<file path="config.mk">
export PLATFORM = sky130hd
export DESIGN_NAME = spi_reg_sequencer_flat
export DESIGN_NICKNAME = d
export VERILOG_FILES = /design/src/rtl/spi_reg_sequencer_pkg.sv /design/src/rtl/spi_reg_sequencer_if.sv /design/src/rtl/spi_reg_sequencer_arb.sv /design/src/rtl/spi_reg_sequencer.sv /design/src/flat_wrapper.sv
export SDC_FILE = /design/constraint.sdc
export NUM_CORES = 1
export LEC_CHECK = 0
export CAP_MARGIN = 25
export CORE_MARGIN = 2
export CORE_UTILIZATION = 45
export DETAILED_ROUTE_END_ITERATION = 7
export PLACE_DENSITY = 0.81
export SYNTH_ARGS = -nofsm -noshare
export SYNTH_HDL_FRONTEND = slang
export SYNTH_SLANG_ARGS = --single-unit
</file>
<file path="constraint.sdc">
create_clock -name clk -period 1.9 [get_ports clk]
set_input_delay 0.38 -clock clk [delete_from_list [all_inputs] [get_ports clk]]
set_output_delay 0.38 -clock clk [all_outputs]
set_load 0.02 [all_outputs]
</file>
<file path="src/rtl/spi_reg_sequencer_pkg.sv">
// Shared types and constants for the SPI register sequencer.
package spi_reg_pkg;

  localparam int unsigned BYTE_W     = 8;
  localparam int unsigned CMD_RD_BIT = 7;

  localparam logic [BYTE_W-1:0] ID_BYTE_DEFAULT = 8'h36;

  typedef enum logic [1:0] {
    IDLE  = 2'd0,
    CMD   = 2'd1,
    WDATA = 2'd2,
    RDATA = 2'd3
  } state_e;

endpackage

</file>
<file path="src/rtl/spi_reg_sequencer_if.sv">
// Single-port register file access bus: requester drives strobe/fields, file returns read data.
interface spi_reg_sequencer_if #(
  parameter int unsigned ADDR_W = 7
);
  logic              reg_en;
  logic              reg_we;
  logic [ADDR_W-1:0] reg_addr;
  logic [7:0]        reg_wdata;
  logic [7:0]        reg_rdata;

  modport master (
    output reg_en,
    output reg_we,
    output reg_addr,
    output reg_wdata,
    input  reg_rdata
  );

  modport slave (
    input  reg_en,
    input  reg_we,
    input  reg_addr,
    input  reg_wdata,
    output reg_rdata
  );
endinterface

</file>
<file path="src/rtl/spi_reg_sequencer_arb.sv">
// Fixed-priority 2:1 register-port mux: a pending SPI access always wins over the local requester.
module reg_port_arbiter #(
  parameter int unsigned ADDR_W = 7
) (
  input  logic              spi_pending,
  input  logic              spi_we,
  input  logic [ADDR_W-1:0] spi_addr,
  input  logic [7:0]        spi_wdata,
  input  logic              loc_req,
  input  logic              loc_we,
  input  logic [ADDR_W-1:0] loc_addr,
  input  logic [7:0]        loc_wdata,
  output logic              reg_en_c,
  output logic              reg_we_c,
  output logic [ADDR_W-1:0] reg_addr_c,
  output logic [7:0]        reg_wdata_c,
  output logic              loc_gnt_c
);

  // Select the access source; local side is granted only in cycles SPI leaves idle.
  always_comb begin
    loc_gnt_c   = loc_req & ~spi_pending;
    reg_en_c    = spi_pending | loc_req;
    reg_we_c    = spi_we;
    reg_addr_c  = spi_addr;
    reg_wdata_c = spi_wdata;
    if (!spi_pending) begin
      reg_we_c    = loc_req & loc_we;
      reg_addr_c  = loc_addr;
      reg_wdata_c = loc_wdata;
    end
  end

endmodule

</file>
<file path="src/rtl/spi_reg_sequencer.sv">
// SPI frame command decoder and burst sequencer in front of a shared register port.
module spi_reg_sequencer
  import spi_reg_pkg::*;
#(
  parameter int unsigned       ADDR_W  = 7,
  parameter logic [BYTE_W-1:0] ID_BYTE = ID_BYTE_DEFAULT
) (
  input  logic                clk,
  input  logic                rst,
  input  logic                ssel_active,
  input  logic                rx_valid,
  input  logic [BYTE_W-1:0]   rx_data,
  output logic [BYTE_W-1:0]   tx_data,
  spi_reg_sequencer_if.master reg_bus,
  input  logic                loc_req,
  input  logic                loc_we,
  input  logic [ADDR_W-1:0]   loc_addr,
  input  logic [BYTE_W-1:0]   loc_wdata,
  output logic                loc_gnt,
  output logic [BYTE_W-1:0]   loc_rdata,
  output logic                busy,
  output logic                err
);

  state_e              state_q, state_d;
  logic                ssel_q, ssel_d;
  logic [ADDR_W-1:0]   addr_q, addr_d;
  logic [BYTE_W-1:0]   tx_data_q, tx_data_d;
  logic                err_q, err_d;
  logic                spi_pending_q, spi_pending_d;
  logic                spi_we_q, spi_we_d;
  logic [ADDR_W-1:0]   spi_addr_q, spi_addr_d;
  logic [BYTE_W-1:0]   spi_wdata_q, spi_wdata_d;
  logic                rd_return_q, rd_return_d;
  logic [ADDR_W-1:0]   cmd_addr;

  assign cmd_addr = rx_data[ADDR_W-1:0];

  // State and datapath registers; reset cancels any access not yet on the port.
  always_ff @(posedge clk) begin
    if (rst) begin
      state_q       <= IDLE;
      ssel_q        <= 1'b0;
      addr_q        <= '0;
      tx_data_q     <= ID_BYTE;
      err_q         <= 1'b0;
      spi_pending_q <= 1'b0;
      spi_we_q      <= 1'b0;
      spi_addr_q    <= '0;
      spi_wdata_q   <= '0;
      rd_return_q   <= 1'b0;
    end else begin
      state_q       <= state_d;
      ssel_q        <= ssel_d;
      addr_q        <= addr_d;
      tx_data_q     <= tx_data_d;
      err_q         <= err_d;
      spi_pending_q <= spi_pending_d;
      spi_we_q      <= spi_we_d;
      spi_addr_q    <= spi_addr_d;
      spi_wdata_q   <= spi_wdata_d;
      rd_return_q   <= rd_return_d;
    end
  end

  // Frame FSM: decode command, then issue one write or prefetch read per received byte.
  always_comb begin
    state_d       = state_q;
    ssel_d        = ssel_active;
    addr_d        = addr_q;
    tx_data_d     = tx_data_q;
    err_d         = err_q;
    spi_pending_d = 1'b0;
    spi_we_d      = spi_we_q;
    spi_addr_d    = spi_addr_q;
    spi_wdata_d   = spi_wdata_q;
    rd_return_d   = spi_pending_q & ~spi_we_q;

    // Returning SPI read data becomes the next byte to shift out.
    if (rd_return_q) begin
      tx_data_d = reg_bus.reg_rdata;
    end

    if (!ssel_active) begin
      state_d = IDLE;
    end else begin
      case (state_q)
        IDLE: begin
          if (!ssel_q) begin
            state_d   = CMD;
            tx_data_d = ID_BYTE;
            err_d     = 1'b0;
          end
        end
        default: begin
          if (rx_valid) begin
            if (spi_pending_q) begin
              // Byte arrived before the previous access left the port: drop it.
              err_d = 1'b1;
            end else if (state_q == CMD) begin
              if (rx_data[CMD_RD_BIT]) begin
                state_d       = RDATA;
                spi_pending_d = 1'b1;
                spi_we_d      = 1'b0;
                spi_addr_d    = cmd_addr;
                addr_d        = cmd_addr + ADDR_W'(1);
              end else begin
                state_d = WDATA;
                addr_d  = cmd_addr;
              end
            end else begin
              spi_pending_d = 1'b1;
              spi_we_d      = (state_q == WDATA);
              spi_addr_d    = addr_q;
              spi_wdata_d   = rx_data;
              addr_d        = addr_q + ADDR_W'(1);
            end
          end
        end
      endcase
    end
  end

  logic              arb_en_c;
  logic              arb_we_c;
  logic [ADDR_W-1:0] arb_addr_c;
  logic [7:0]        arb_wdata_c;

  reg_port_arbiter #(
    .ADDR_W (ADDR_W)
  ) u_arb (
    .spi_pending (spi_pending_q),
    .spi_we      (spi_we_q),
    .spi_addr    (spi_addr_q),
    .spi_wdata   (spi_wdata_q),
    .loc_req     (loc_req),
    .loc_we      (loc_we),
    .loc_addr    (loc_addr),
    .loc_wdata   (loc_wdata),
    .reg_en_c    (arb_en_c),
    .reg_we_c    (arb_we_c),
    .reg_addr_c  (arb_addr_c),
    .reg_wdata_c (arb_wdata_c),
    .loc_gnt_c   (loc_gnt)
  );

  assign reg_bus.reg_en    = arb_en_c;
  assign reg_bus.reg_we    = arb_we_c;
  assign reg_bus.reg_addr  = arb_addr_c;
  assign reg_bus.reg_wdata = arb_wdata_c;

  assign loc_rdata = reg_bus.reg_rdata;
  assign tx_data   = tx_data_q;
  assign busy      = (state_q != IDLE);
  assign err       = err_q;

endmodule
</file>
<file path="src/flat_wrapper.sv">
// flat-port wrapper written by rule: the top's interface ports become plain ports
module spi_reg_sequencer_flat import spi_reg_pkg::*;
#(
  parameter int unsigned       ADDR_W  = 7,
  parameter logic [BYTE_W-1:0] ID_BYTE = ID_BYTE_DEFAULT
)
  (clk, rst, ssel_active, rx_valid, rx_data, tx_data, loc_req, loc_we, loc_addr, loc_wdata, loc_gnt, loc_rdata, busy, err, reg_bus_reg_en, reg_bus_reg_we, reg_bus_reg_addr, reg_bus_reg_wdata, reg_bus_reg_rdata);
  spi_reg_sequencer_if #(.ADDR_W(ADDR_W)) reg_bus_i ();
  input  logic clk;
  input  logic rst;
  input  logic ssel_active;
  input  logic rx_valid;
  input  logic [BYTE_W-1:0] rx_data;
  output logic [BYTE_W-1:0] tx_data;
  input  logic loc_req;
  input  logic loc_we;
  input  logic [ADDR_W-1:0] loc_addr;
  input  logic [BYTE_W-1:0] loc_wdata;
  output logic loc_gnt;
  output logic [BYTE_W-1:0] loc_rdata;
  output logic busy;
  output logic err;
  output wire logic [$bits(reg_bus_i.reg_en)-1:0] reg_bus_reg_en;
  output wire logic [$bits(reg_bus_i.reg_we)-1:0] reg_bus_reg_we;
  output wire logic [$bits(reg_bus_i.reg_addr)-1:0] reg_bus_reg_addr;
  output wire logic [$bits(reg_bus_i.reg_wdata)-1:0] reg_bus_reg_wdata;
  input wire logic [$bits(reg_bus_i.reg_rdata)-1:0] reg_bus_reg_rdata;
  assign reg_bus_reg_en = reg_bus_i.reg_en;
  assign reg_bus_reg_we = reg_bus_i.reg_we;
  assign reg_bus_reg_addr = reg_bus_i.reg_addr;
  assign reg_bus_reg_wdata = reg_bus_i.reg_wdata;
  assign reg_bus_i.reg_rdata = reg_bus_reg_rdata;
  spi_reg_sequencer #(.ADDR_W(ADDR_W), .ID_BYTE(ID_BYTE)) u_core (.clk(clk), .rst(rst), .ssel_active(ssel_active), .rx_valid(rx_valid), .rx_data(rx_data), .tx_data(tx_data), .reg_bus(reg_bus_i), .loc_req(loc_req), .loc_we(loc_we), .loc_addr(loc_addr), .loc_wdata(loc_wdata), .loc_gnt(loc_gnt), .loc_rdata(loc_rdata), .busy(busy), .err(err));
endmodule
</file>
==> reports/qor.yml <==
status: "complete, no violations"
grt_pass1_wl_um: 8420
finalSetupViolCount: 0
critical-path-max-stage-delay_ns: 0.37
cp_top_family: "buffers and inverters"
hold_violations: 0
hp-start: "u_core.spi_we_q"
n_antenna_cell: 0
vdd.ir_drop.worst_mv: 0.307
cts.htree.levels: 2
synthesis.nets: 269
fin_cells: 360
min_to: "u_core.rd_return_q"
start_util_pct: 46.2
crit_type: "reg2out"
holdPathStages: 1
synth-edff-count: 0
dp_cells: 351
track_usage_pct: 20.6
crit_slowest_cell: "dfxtp_2"
hp-class: "reg2reg"
post_cts_buffers: 0
fp.dieW_um: 70.7
ys_types: 46
avgRoutedWirePerCell_um: 13.8
core_area_sq_mm: 0.00432
r2r-start: "u_core.spi_pending_q"
synth_top_area_share_pct: 37.0
drt-initial-drc-count: 137
pin_count: 73
reg2regPathDepth: 5
reg2reg_slack_ns: 0.39
cts_num_sinks: 37
grt_max_degree: 17
wl_um: 4960
clock_latency_ns: 0.29
antenna_left: 0
crit_arrival_ns: 1.51
report.final.slew_viol_count: 0
cts_tree: "built"
antenna_found_initial: 0
synth-seq-area-share_pct: 37.0
maxSlewHeadroom_pct: 71.2
max_freq_mhz: 530
dp_hpwl_um: 3740
avgViaCountPerCell: 5.36
path_buf_inv: 2
skew_ns: 0.00706
post-route-period-util_pct: 99.4
synthToLayoutAreaGrowth_pct: 45.4
cts_buffer_depth: 2
first_pass_iters: 4
synthTopCellsByArea: "dfxtp_1 37%, nand2_1 8.6%, mux2_2 8.4%"
nets: 346
syn_area_sq_mm: 0.00200
period_minus_slack_ns: 1.89
die_area_sq_mm: 0.00499
worst_slew_pin_slew_ns: 0.432
overflow: 0
synth_largest_area_cell: "dfxtp_1"
rr_endpoint: "u_core.spi_addr_q[5]"
die_height_um: 70.7
gp_congestion: 0.929
p_per_area_mw_per_mm2: 634
vias: 1931
yosys_warnings: 0
grt_pass1_vias: 1952
critPathRequiredTime_ns: 1.52
num_rows: 24
max_cap_violations: 0
power_leakage_uw: 0.00106
async_flop_share_pct: 0
synth_flop_cell: "dfxtp_1"
drc: 0
rsz0062_at_grt: "true"
synth_cells: 230
clk_pin_slew_ns: 0.07
startpoint_type: "register"
synth_seq_cells: 37
drive_gt1_share_pct: 20.5
end_kind: "output port"
critical_path.max_fanout: 5
synth.avg_cell_area_sq_um: 8.69
path_cells: "buf_2 -> mux2_2 -> dlygate4sd2_1"
port_buffers: 72
cts_buffers: 5
root_buffer: "clkbuf_8"
synthTopCellsByCount: "46 x nand2_1, 37 x dfxtp_1, 15 x a21oi_1, 15 x mux2_2, 14 x nor2_1"
synth_most_common_cell: "nand2_1"
finalPower_uw: 1840
## through the flow
step	setup TNS (ns)	setup slack [ns]	hold slack, ns	instance area (sq um)	utilization [%]
detailed placement	-1.36	-0.296	0.424	2800	64.7
global route	-0.321	-0.0410	0.457	2910	67.2
finish	0	0.0123	0.427	2910	67.2
CTS	-0.00493	-0.00493	0.434	2900	67.1
global placement	-1.15	-0.278	0.405	2800	64.7
floorplan	0	0.377	0.401	2000	-
## state kept, by name (all words and copies together) (netlist names)
| signal | flops |
|---|---|
| u_core.rd_return_q | 1 |
| u_core.spi_we_q | 1 |
| u_core.spi_pending_q | 1 |
| u_core.spi_wdata_q | 8 |
| u_core.tx_data | 8 |
| u_core.addr_q | 7 |
| u_core.ssel_q | 1 |
| u_core.state_q | 2 |
| u_core.spi_addr_q | 7 |
| u_core.err | 1 |
## worst max path at each step
stage / startpoint / endpoint / slack [ns] / cells after the start
CTS: u_core.spi_pending_q / reg_bus_reg_wdata[1] / -0.005 / 3
detailed placement: loc_req / reg_bus_reg_we / -0.30 / 5
floorplan: u_core.spi_pending_q / reg_bus_reg_we / 0.38 / 4
global route: u_core.spi_pending_q / reg_bus_reg_addr[0] / -0.04 / 3
global placement: loc_req / reg_bus_reg_we / -0.28 / 5
finish: u_core.spi_pending_q / reg_bus_reg_wdata[6] / 0.01 / 3
## kinds of logic after synthesis
logic type	share of synthesized area, %
AND/OR/NAND/NOR	21.5
multiplexers	13.0
adder cells (fa/ha/maj)	1.25
XOR/XNOR	2.63
buffers and inverters	7.63
AO/OA/AOI/OAI	17.0
flip-flops	37.0
## power breakdown
part / total (uW) / internal (uW) / switching, uW
combinational: 342 / 180 / 163
sequential: 799 / 787 / 11.5
clock: 703 / 428 / 275
## cell type report
type / count / area (sq um)
fill: 364 / 1420
multi-input combinational: 167 / 1110
timing repair buffer: 91 / 851
clock buffer: 7 / 86.3
tap: 52 / 65.1
clock inverter: 1 / 30.0
inverter: 5 / 18.8
sequential: 37 / 744
## layer usage
layer	up-vias	track usage (%)	wire [um]
li1	951	-	-
met1	898	24.6	2150
met3	8	5.27	299
met2	74	35.7	2440
met5	-	0	0
met4	0	7.76	72
## repair_timing
action,4_1_cts,5_1_grt
hold endpoints to repair,0,0
gates resized for setup,23,5
hold buffers,0,0
cloned,0,1
endpoints found under the setup margin,19,17
## cell usage in the layout (no fill, tap or decap), types with 4 or more instances in the layout
cell type	n
dlygate4sd2_1	17
clkbuf_8	6
nand2_1	46
inv_1	4
clkdlybuf4s50_1	53
a21oi_1	15
nand4_1	4
nand3_1	5
nor3_1	4
dfxtp_1	34
mux2i_1	9
a311oi_2	7
mux2_2	15
buf_4	16
nor2_1	14
(Power assumes the default switching activity.)
